`src/rtl/fetch_sequencer.sv`:
```
// rtl/fetch_sequencer.sv - next-PC / F-stage stall sequencer with pending redirects and bad-target detection.
// Define FETCH_TRAP_EN to vector illegal targets to TRAP_VECTOR instead of freezing in FAULT.
module fetch_sequencer #(
    parameter logic [31:0] RESET_PC    = 32'h0000_3000,
    parameter int          IM_WORDS    = 4096,
    parameter logic [31:0] TRAP_VECTOR = 32'h0000_4180,
    parameter int          CNT_W       = 16
) (
    input  logic             clk,
    input  logic             reset,
    input  logic [31:0]      pc_f,
    input  logic             hazard_stall,
    input  logic             br_valid,
    input  logic [31:0]      br_target,
    input  logic             jr_valid,
    input  logic [31:0]      jr_target,
    input  logic             halt_req,
    input  logic             resume,
    output logic [31:0]      next_pc,
    output logic             stall_f,
    output logic [1:0]       state,
    output logic             fetch_fault,
    output logic [31:0]      epc,
    output logic [CNT_W-1:0] redirect_count
);

    typedef enum logic [1:0] {
        S_BOOT  = 2'd0,
        S_RUN   = 2'd1,
        S_HALT  = 2'd2,
        S_FAULT = 2'd3
    } state_t;

    // 33-bit bounds so RESET_PC + 4*IM_WORDS cannot wrap
    localparam logic [32:0] PC_LO = {1'b0, RESET_PC};
    localparam logic [32:0] PC_HI = {1'b0, RESET_PC} + 33'(4 * IM_WORDS) - 33'd4;

    state_t            state_q, state_d;
    logic              pend_v_q, pend_v_d;
    logic [31:0]       pend_pc_q, pend_pc_d;
    logic [31:0]       epc_q, epc_d;
    logic [CNT_W-1:0]  cnt_q, cnt_d;

    logic              rd_v;
    logic [31:0]       rd_pc;
    logic [31:0]       tgt;
    logic              tgt_bad;
    logic [CNT_W-1:0]  cnt_inc;

    assign rd_v    = jr_valid | br_valid;
    assign rd_pc   = jr_valid ? jr_target : br_target;
    assign tgt     = rd_v ? rd_pc : (pend_v_q ? pend_pc_q : pc_f + 32'd4);
    assign tgt_bad = (tgt[1:0] != 2'b00) || ({1'b0, tgt} < PC_LO) || ({1'b0, tgt} > PC_HI);
    assign cnt_inc = (cnt_q == {CNT_W{1'b1}}) ? cnt_q : cnt_q + CNT_W'(1);

    always_ff @(posedge clk or negedge reset) begin
        if (!reset) begin
            state_q   <= S_BOOT;
            pend_v_q  <= 1'b0;
            pend_pc_q <= 32'd0;
            epc_q     <= 32'd0;
            cnt_q     <= '0;
        end else begin
            state_q   <= state_d;
            pend_v_q  <= pend_v_d;
            pend_pc_q <= pend_pc_d;
            epc_q     <= epc_d;
            cnt_q     <= cnt_d;
        end
    end

    always_comb begin
        state_d     = state_q;
        pend_v_d    = pend_v_q;
        pend_pc_d   = pend_pc_q;
        epc_d       = epc_q;
        cnt_d       = cnt_q;
        next_pc     = pc_f;
        stall_f     = 1'b1;
        fetch_fault = 1'b0;
        unique case (state_q)
            S_BOOT: state_d = S_RUN;
            S_RUN: begin
                if (halt_req || hazard_stall) begin
                    // A redirect seen while frozen is parked until fetch resumes
                    if (rd_v) begin
                        pend_v_d  = 1'b1;
                        pend_pc_d = rd_pc;
                    end
                    if (halt_req) state_d = S_HALT;
                end else begin
                    pend_v_d = 1'b0;
                    if (tgt_bad) begin
                        epc_d       = tgt;
                        fetch_fault = 1'b1;
`ifdef FETCH_TRAP_EN
                        stall_f = 1'b0;
                        next_pc = TRAP_VECTOR;
                        cnt_d   = cnt_inc;
`else
                        state_d = S_FAULT;
`endif
                    end else begin
                        stall_f = 1'b0;
                        next_pc = tgt;
                        if (rd_v || pend_v_q) cnt_d = cnt_inc;
                    end
                end
            end
            S_HALT: if (resume) state_d = S_RUN;
            S_FAULT: fetch_fault = 1'b1;
            default: state_d = S_BOOT;
        endcase
    end

    assign state          = state_q;
    assign epc            = epc_q;
    assign redirect_count = cnt_q;

endmodule
```
`config.mk`:
```
export PLATFORM = sky130hd
export DESIGN_NAME = fetch_sequencer
export DESIGN_NICKNAME = d
export VERILOG_FILES = /design/src/rtl/fetch_sequencer.sv
export SDC_FILE = /design/constraint.sdc
export NUM_CORES = 1
export LEC_CHECK = 0
export ABC_AREA = 1
export CELL_PAD_IN_SITES_DETAIL_PLACEMENT = 1
export CELL_PAD_IN_SITES_GLOBAL_PLACEMENT = 2
export CORE_MARGIN = 2
export CORE_UTILIZATION = 26
export DETAILED_ROUTE_END_ITERATION = 16
export PLACE_DENSITY_LB_ADDON = 0.3
export RECOVER_POWER = 50
export SETUP_SLACK_MARGIN = 0.4
export SLEW_MARGIN = 20
export SYNTH_ARGS = -nofsm -noshare
export SYNTH_HDL_FRONTEND = slang
export SYNTH_SLANG_ARGS = --single-unit
```
`constraint.sdc`:
```
create_clock -name clk -period 5 [get_ports clk]
set_clock_uncertainty 0.1 [all_clocks]
set_input_delay 1 -clock clk [delete_from_list [all_inputs] [get_ports clk]]
set_output_delay 1 -clock clk [all_outputs]
set_load 0.005 [all_outputs]
```
Yosys cells after proc, flatten, opt, wreduce, memory -nomap -nowiden
Cells that the tools add are included.

storage, ports and cells
  bits in registers = 83
  input bits = 103
  output and inout port bits = 84
  logic and storage cells = 51

operators by class
  $add $sub $neg = 2
  order comparisons = 2
  equal/unequal tests = 8
  multiplexer cells = 18
  bitwise logic cells = 4
  reductions and logical operators = 12

operators by type and width
  kind                                                             count
  two-way mux 32 bit                                               6
  adder 32 x 3 -> 32 bit, second input constant                    1
  greater-than comparator 32 x 15 -> 1 bit, second input constant  1
  less-than comparator 32 x 14 -> 1 bit, second input constant     1
  adder 16 x 1 -> 16 bit, second input constant                    1
  == test 16 bit, second input constant                            1
  two-way mux 2 bit                                                4
  two-way mux 1 bit                                                6
  inequality test 3 bit, second input constant                     2
  one-hot mux 2 bit (3 select lines)                               1
  AND reduction 3 bit                                              2
  AND reduction 5 bit                                              1
  == test 2 bit, second input constant                             2
  logical OR 1 bit                                                 4
  inequality test 2 bit, second input constant                     2
  AND reduction 4 bit                                              1
  inverter 1 bit                                                   3
  nonzero test 3 bit                                               1
  == test 2 x 1 -> 1 bit, second input constant                    1
  logical NOT 2 bit                                                1
  one-hot mux 1 bit (2 select lines)                               1
  AND reduction 2 bit                                              1
  nonzero test 2 bit                                               1
  OR 1 bit                                                         1

Logic depth before layout (Yosys ltp)
  word-level depth = 9
  depth in mapped cells = 20
  mapped depth without buffers = 18

Worst setup path after synthesis
OpenSTA, ideal clock, no wires.

  path kind = input -> output
  start point = in pc_f[2]
  end point = out next_pc[10]
  arrival time = 2,891 ps
  required time = 3,900 ps
  setup slack = 1,009 ps
  cell stages on the path = 18
  path buffers = 1
  path through = ha_1 -> nand3_2 -> nor2_2 -> nand3_1 -> nand2_1 -> nand3_1 -> nand2_1 -> nand2_1 -> nor2_1 -> nand2_1 -> nor2_1 -> nand2_1 -> nor2_2 -> nand3_2 -> nor2_4 -> inv_2 -> buf_6 -> o21ai_1

between the ends
  cells in the longest elaborated chain, start to end = 9
  elaborated cells between the ends (all ways) = 10
  those cells by class = add/sub (1); order compare (2); mux (5); reduce/logical (2)

ends and longest elaborated chain
  item                                   RTL line  RTL
  from (decl)                            11        input logic [31:0] pc_f,
  adder 32 x 3 -> 32 bit (*)             52        assign tgt = rd_v ? rd_pc : (pend_v_q ? pend_pc_q : pc_f + 32'd4);
  two-way mux 32 bit (*) (2 in series)   52
  less-than comparator 32 x 14 -> 1 bit  53        assign tgt_bad = (tgt[1:0] != 2'b00) || ({1'b0, tgt} < PC_LO) || ({1'b0, tgt} > PC_HI);
  logical OR 1 bit (2 in series)         53
  two-way mux 32 bit (*)                 93        if (tgt_bad) begin
  two-way mux 32 bit (*)                 84        if (halt_req || hazard_stall) begin
  two-way mux 32 bit (*)                 81        unique case (state_q)
  to (decl)                              19        output logic [31:0] next_pc,

Every way passes the cells marked *; elsewhere a longest branch is shown, timed or not.

Final worst setup path
  start point = in pc_f[4]
  end point = out next_pc[27]

The elaborated chain is that of the path after synthesis.

==> results.json <==
{
  "clk_latency_ns": 0.35,
  "yosys.area.top_type_share_pct": 35.2,
  "slew_violations": 61,
  "io_buffers": 186,
  "drt_pass1_iterations": 4,
  "clkSinkCount": 83,
  "yosys-mux-area-fraction_pct": 0.679,
  "power.density_nw_per_um2": 318,
  "max_slew_margin_pct": -129,
  "path_max_fanout": 6,
  "synth_common_cells": "nand2_1 (376), nor2_1 (95), inv_1 (84), dfrtp_1 (83), o21ai_0 (79)",
  "ys_types": 35,
  "diodes": 0,
  "drt-total-wl_um": 26300,
  "yosys_register_bits": 83,
  "grt_pass1_wl_um": 41100,
  "synth_edf_count": 0,
  "worstSetupPathType": "in -> out",
  "path_clk_slew_ns": 0.06,
  "fin_nets": 1373,
  "drv_cap": 1,
  "initial_core_util_pct": 26.3,
  "dieArea_um2": 23900,
  "synth.cell_area_um2": 5890,
  "cts_tree": "built",
  "period_needed_ns": 4.58,
  "synth_area_per_cell_um2": 6.26,
  "synth.area.top_cells": "dfrtp_1 (35%), nand2_1 (24%), o21ai_0 (6.7%)",
  "synth_top_family_by_area": "simple AND/OR/NAND/NOR gates",
  "power.total_mw": 3.21,
  "boundaryPins": 187,
  "ir_drop_v": 0.000195,
  "cp_slowest_cell": "dlygate4sd2_1",
  "crit_arrival_ns": 3.48,
  "synth_nets": 1047,
  "htreeDepth": 3,
  "drive_gt1_share_pct": 28.5,
  "dr.first_iter.drc_count": 296,
  "synth_compound_area_share_pct": 11.2,
  "yosysMostFrequentCell": "nand2_1",
  "hold_class": "reg -> reg",
  "failed_checks": "capacitance limit, slew limit",
  "area_growth_pct": 71.6,
  "final-hold-violation-count": 0,
  "via_per_inst": 4.69,
  "root_buffer": "clkbuf_16",
  "start_kind": "input port",
  "cts_buffers": 9,
  "remaining_drc_errors": 0,
  "grt_max_degree": 65,
  "synthArstFlopShare_pct": 100,
  "synth_xor_area_share_pct": 2.23,
  "yosysWarningCount": 0,
  "grt_overflow_total": 0,
  "end_kind": "output pin",
  "period_share_pct": 91.6,
  "outcome": "complete, but fails checks",
  "yosysTopAreaCell": "dfrtp_1",
  "die_w_um": 155,
  "rsz0062_at_grt": "yes",
  "die_y_um": 155,
  "crit_chain": "buf_4 > buf_6 > nand3_4 > nor2_4 > nand4_1 > nand3_4 > nand2_2 > a21oi_2 > nand3_2 > nor2_4 > nand2_2 > nor2_4 > nand3_2 > nor2_4 > buf_6 > buf_6 > buf_6 > buf_4 > nor2_1 > dlygate4sd2_1",
  "synth_cells": 942,
  "vias": 7295,
  "dpl_cell_area_um2": 8870,
  "ys.flop_type": "dfrtp_1",
  "cts.path.max_buffers": 2,
  "yosys.area_share.simple_pct": 41.0,
  "setup_violations": 0,
  "synthAdderAreaFrac_pct": 0.425,
  "drtAntennaViolNets": 0,
  "max_stage_delay_ns": 0.25,
  "post-dp-hpwl_um": 19600,
  "first_global_vias": 7661,
  "core_area_um2": 22400,
  "ys_seq_area_share_pct": 35.2,
  "worstPathRequired_ns": 3.90,
  "finish.instance_area_um2": 10100,
  "fmax_ghz": 0.218,
  "core.rowCount": 55,
  "grt_use_total_pct": 21.9,
  "antenna_found_initial": 0,
  "gp_routability_congestion": 0.823,
  "max_slew.worst_pin.slew_ns": 3.43,
  "leakage_nw": 4.98,
  "wire_per_inst_um": 16.9
}
cells by family (layout without fill, tap and decap cells):
group,Yosys count,in the layout
and+or+nand+nor,584,584
buffers and inverters,129,459
AOI/OAI and AO/OA,125,125
DFF,83,83
xor gates and xnor gates,15,15
muxes,4,4
adders and majority gates,2,2
critical path: cells and delay by family:
kind | cells | cell delay [ns]
buffers and inverters | 7 | 0.94
AND/OR/NAND/NOR | 12 | 1.33
AO/OA/AOI/OAI | 1 | 0.20
final cells by class:
class,count,area (um^2)
Clock inverter,6,114
Sequential cell,83,2080
Fill cell,2840,12300
Multi-Input combinational cell,730,3870
Timing Repair Buffer,356,3140
Tap cell,285,357
Inverter,88,335
Clock buffer,9,225
metal layers:
metal  GRT usage (%)  routed length [um]  up-vias
li1                -                   -     3618
met1            27.3               11600     3501
met2            38.1               12900      149
met3            5.02                1240       27
met4            6.13                 578        0
met5               0                   0        -
power by group:
part	internal (mW)	switching, mW	total, mW
registers	0.925	0.122	1.05
logic	0.622	0.761	1.38
clock network	0.487	0.296	0.784
what timing repair did:
item                       CTS  global route
setup endpoints to repair   34            34
hold buffers                 0             0
pin swaps                   56            49
setup buffers               38            10
gates resized for setup    285           110
cells in the final DEF, fill, tap and decap left out, types with 3 or more instances in the layout:
cell type,Yosys,final
clkdlybuf4s50_1,0,79
nor3_1,4,4
nand3_1,77,60
dlygate4sd2_1,0,14
nor2_4,5,30
xnor2_1,9,9
dlygate4sd3_1,0,41
buf_4,5,155
nand2_1,376,326
nor2_1,95,60
nand2_4,1,18
inv_1,84,83
o211ai_1,6,6
o21ai_0,79,74
buf_2,11,10
xor2_1,6,6
clkbuf_16,0,9
nand3_4,0,3
bufinv_16,0,3
o21ai_1,8,10
clkdlybuf4s15_1,0,11
nor2_2,9,19
nand2_2,4,37
buf_6,4,23
nand3_2,2,16
clkbuf_2,0,12
a21oi_1,26,20
buf_12,0,6
mux2i_1,4,4
o21ai_2,0,3
a21oi_2,1,5
nand4_1,6,6
dfrtp_1,83,83
stage by stage:
stage	utilization [%]	setup TNS [ns]	instances	hold slack (ns)	worst slack, ns
final	45.1	0	1557	0.376	0.422
after global routing	45.1	0	1557	0.410	0.280
after CTS	43.9	0	1547	0.377	0.402
after detailed placement	39.5	-18.44	1494	0.360	-0.622
after global placement	39.5	-15.67	1494	0.353	-0.537
after floorplan	-	0	942	0.342	1.01
worst paths after layout:
check,start,end,slack [ns],cells past startpoint
worst min register to register,pend_pc_q[3],pend_pc_q[3],0.38,2
worst max-delay path,pc_f[4],next_pc[27],0.42,20
worst min-delay path,pend_pc_q[3],pend_pc_q[3],0.38,2
min in group asynchronous,reset,pend_pc_q[25],1.71,1
max in group asynchronous,reset,epc[5],1.06,2
worst max register to register,pend_v_q,redirect_count[8],1.81,19
flip-flops by register name, indices dropped and copies added (netlist names):
signal / flops
redirect_count: 16
pend_v_q: 1
state: 2
pend_pc_q: 32
epc: 32
(Power assumes the default switching activity.)
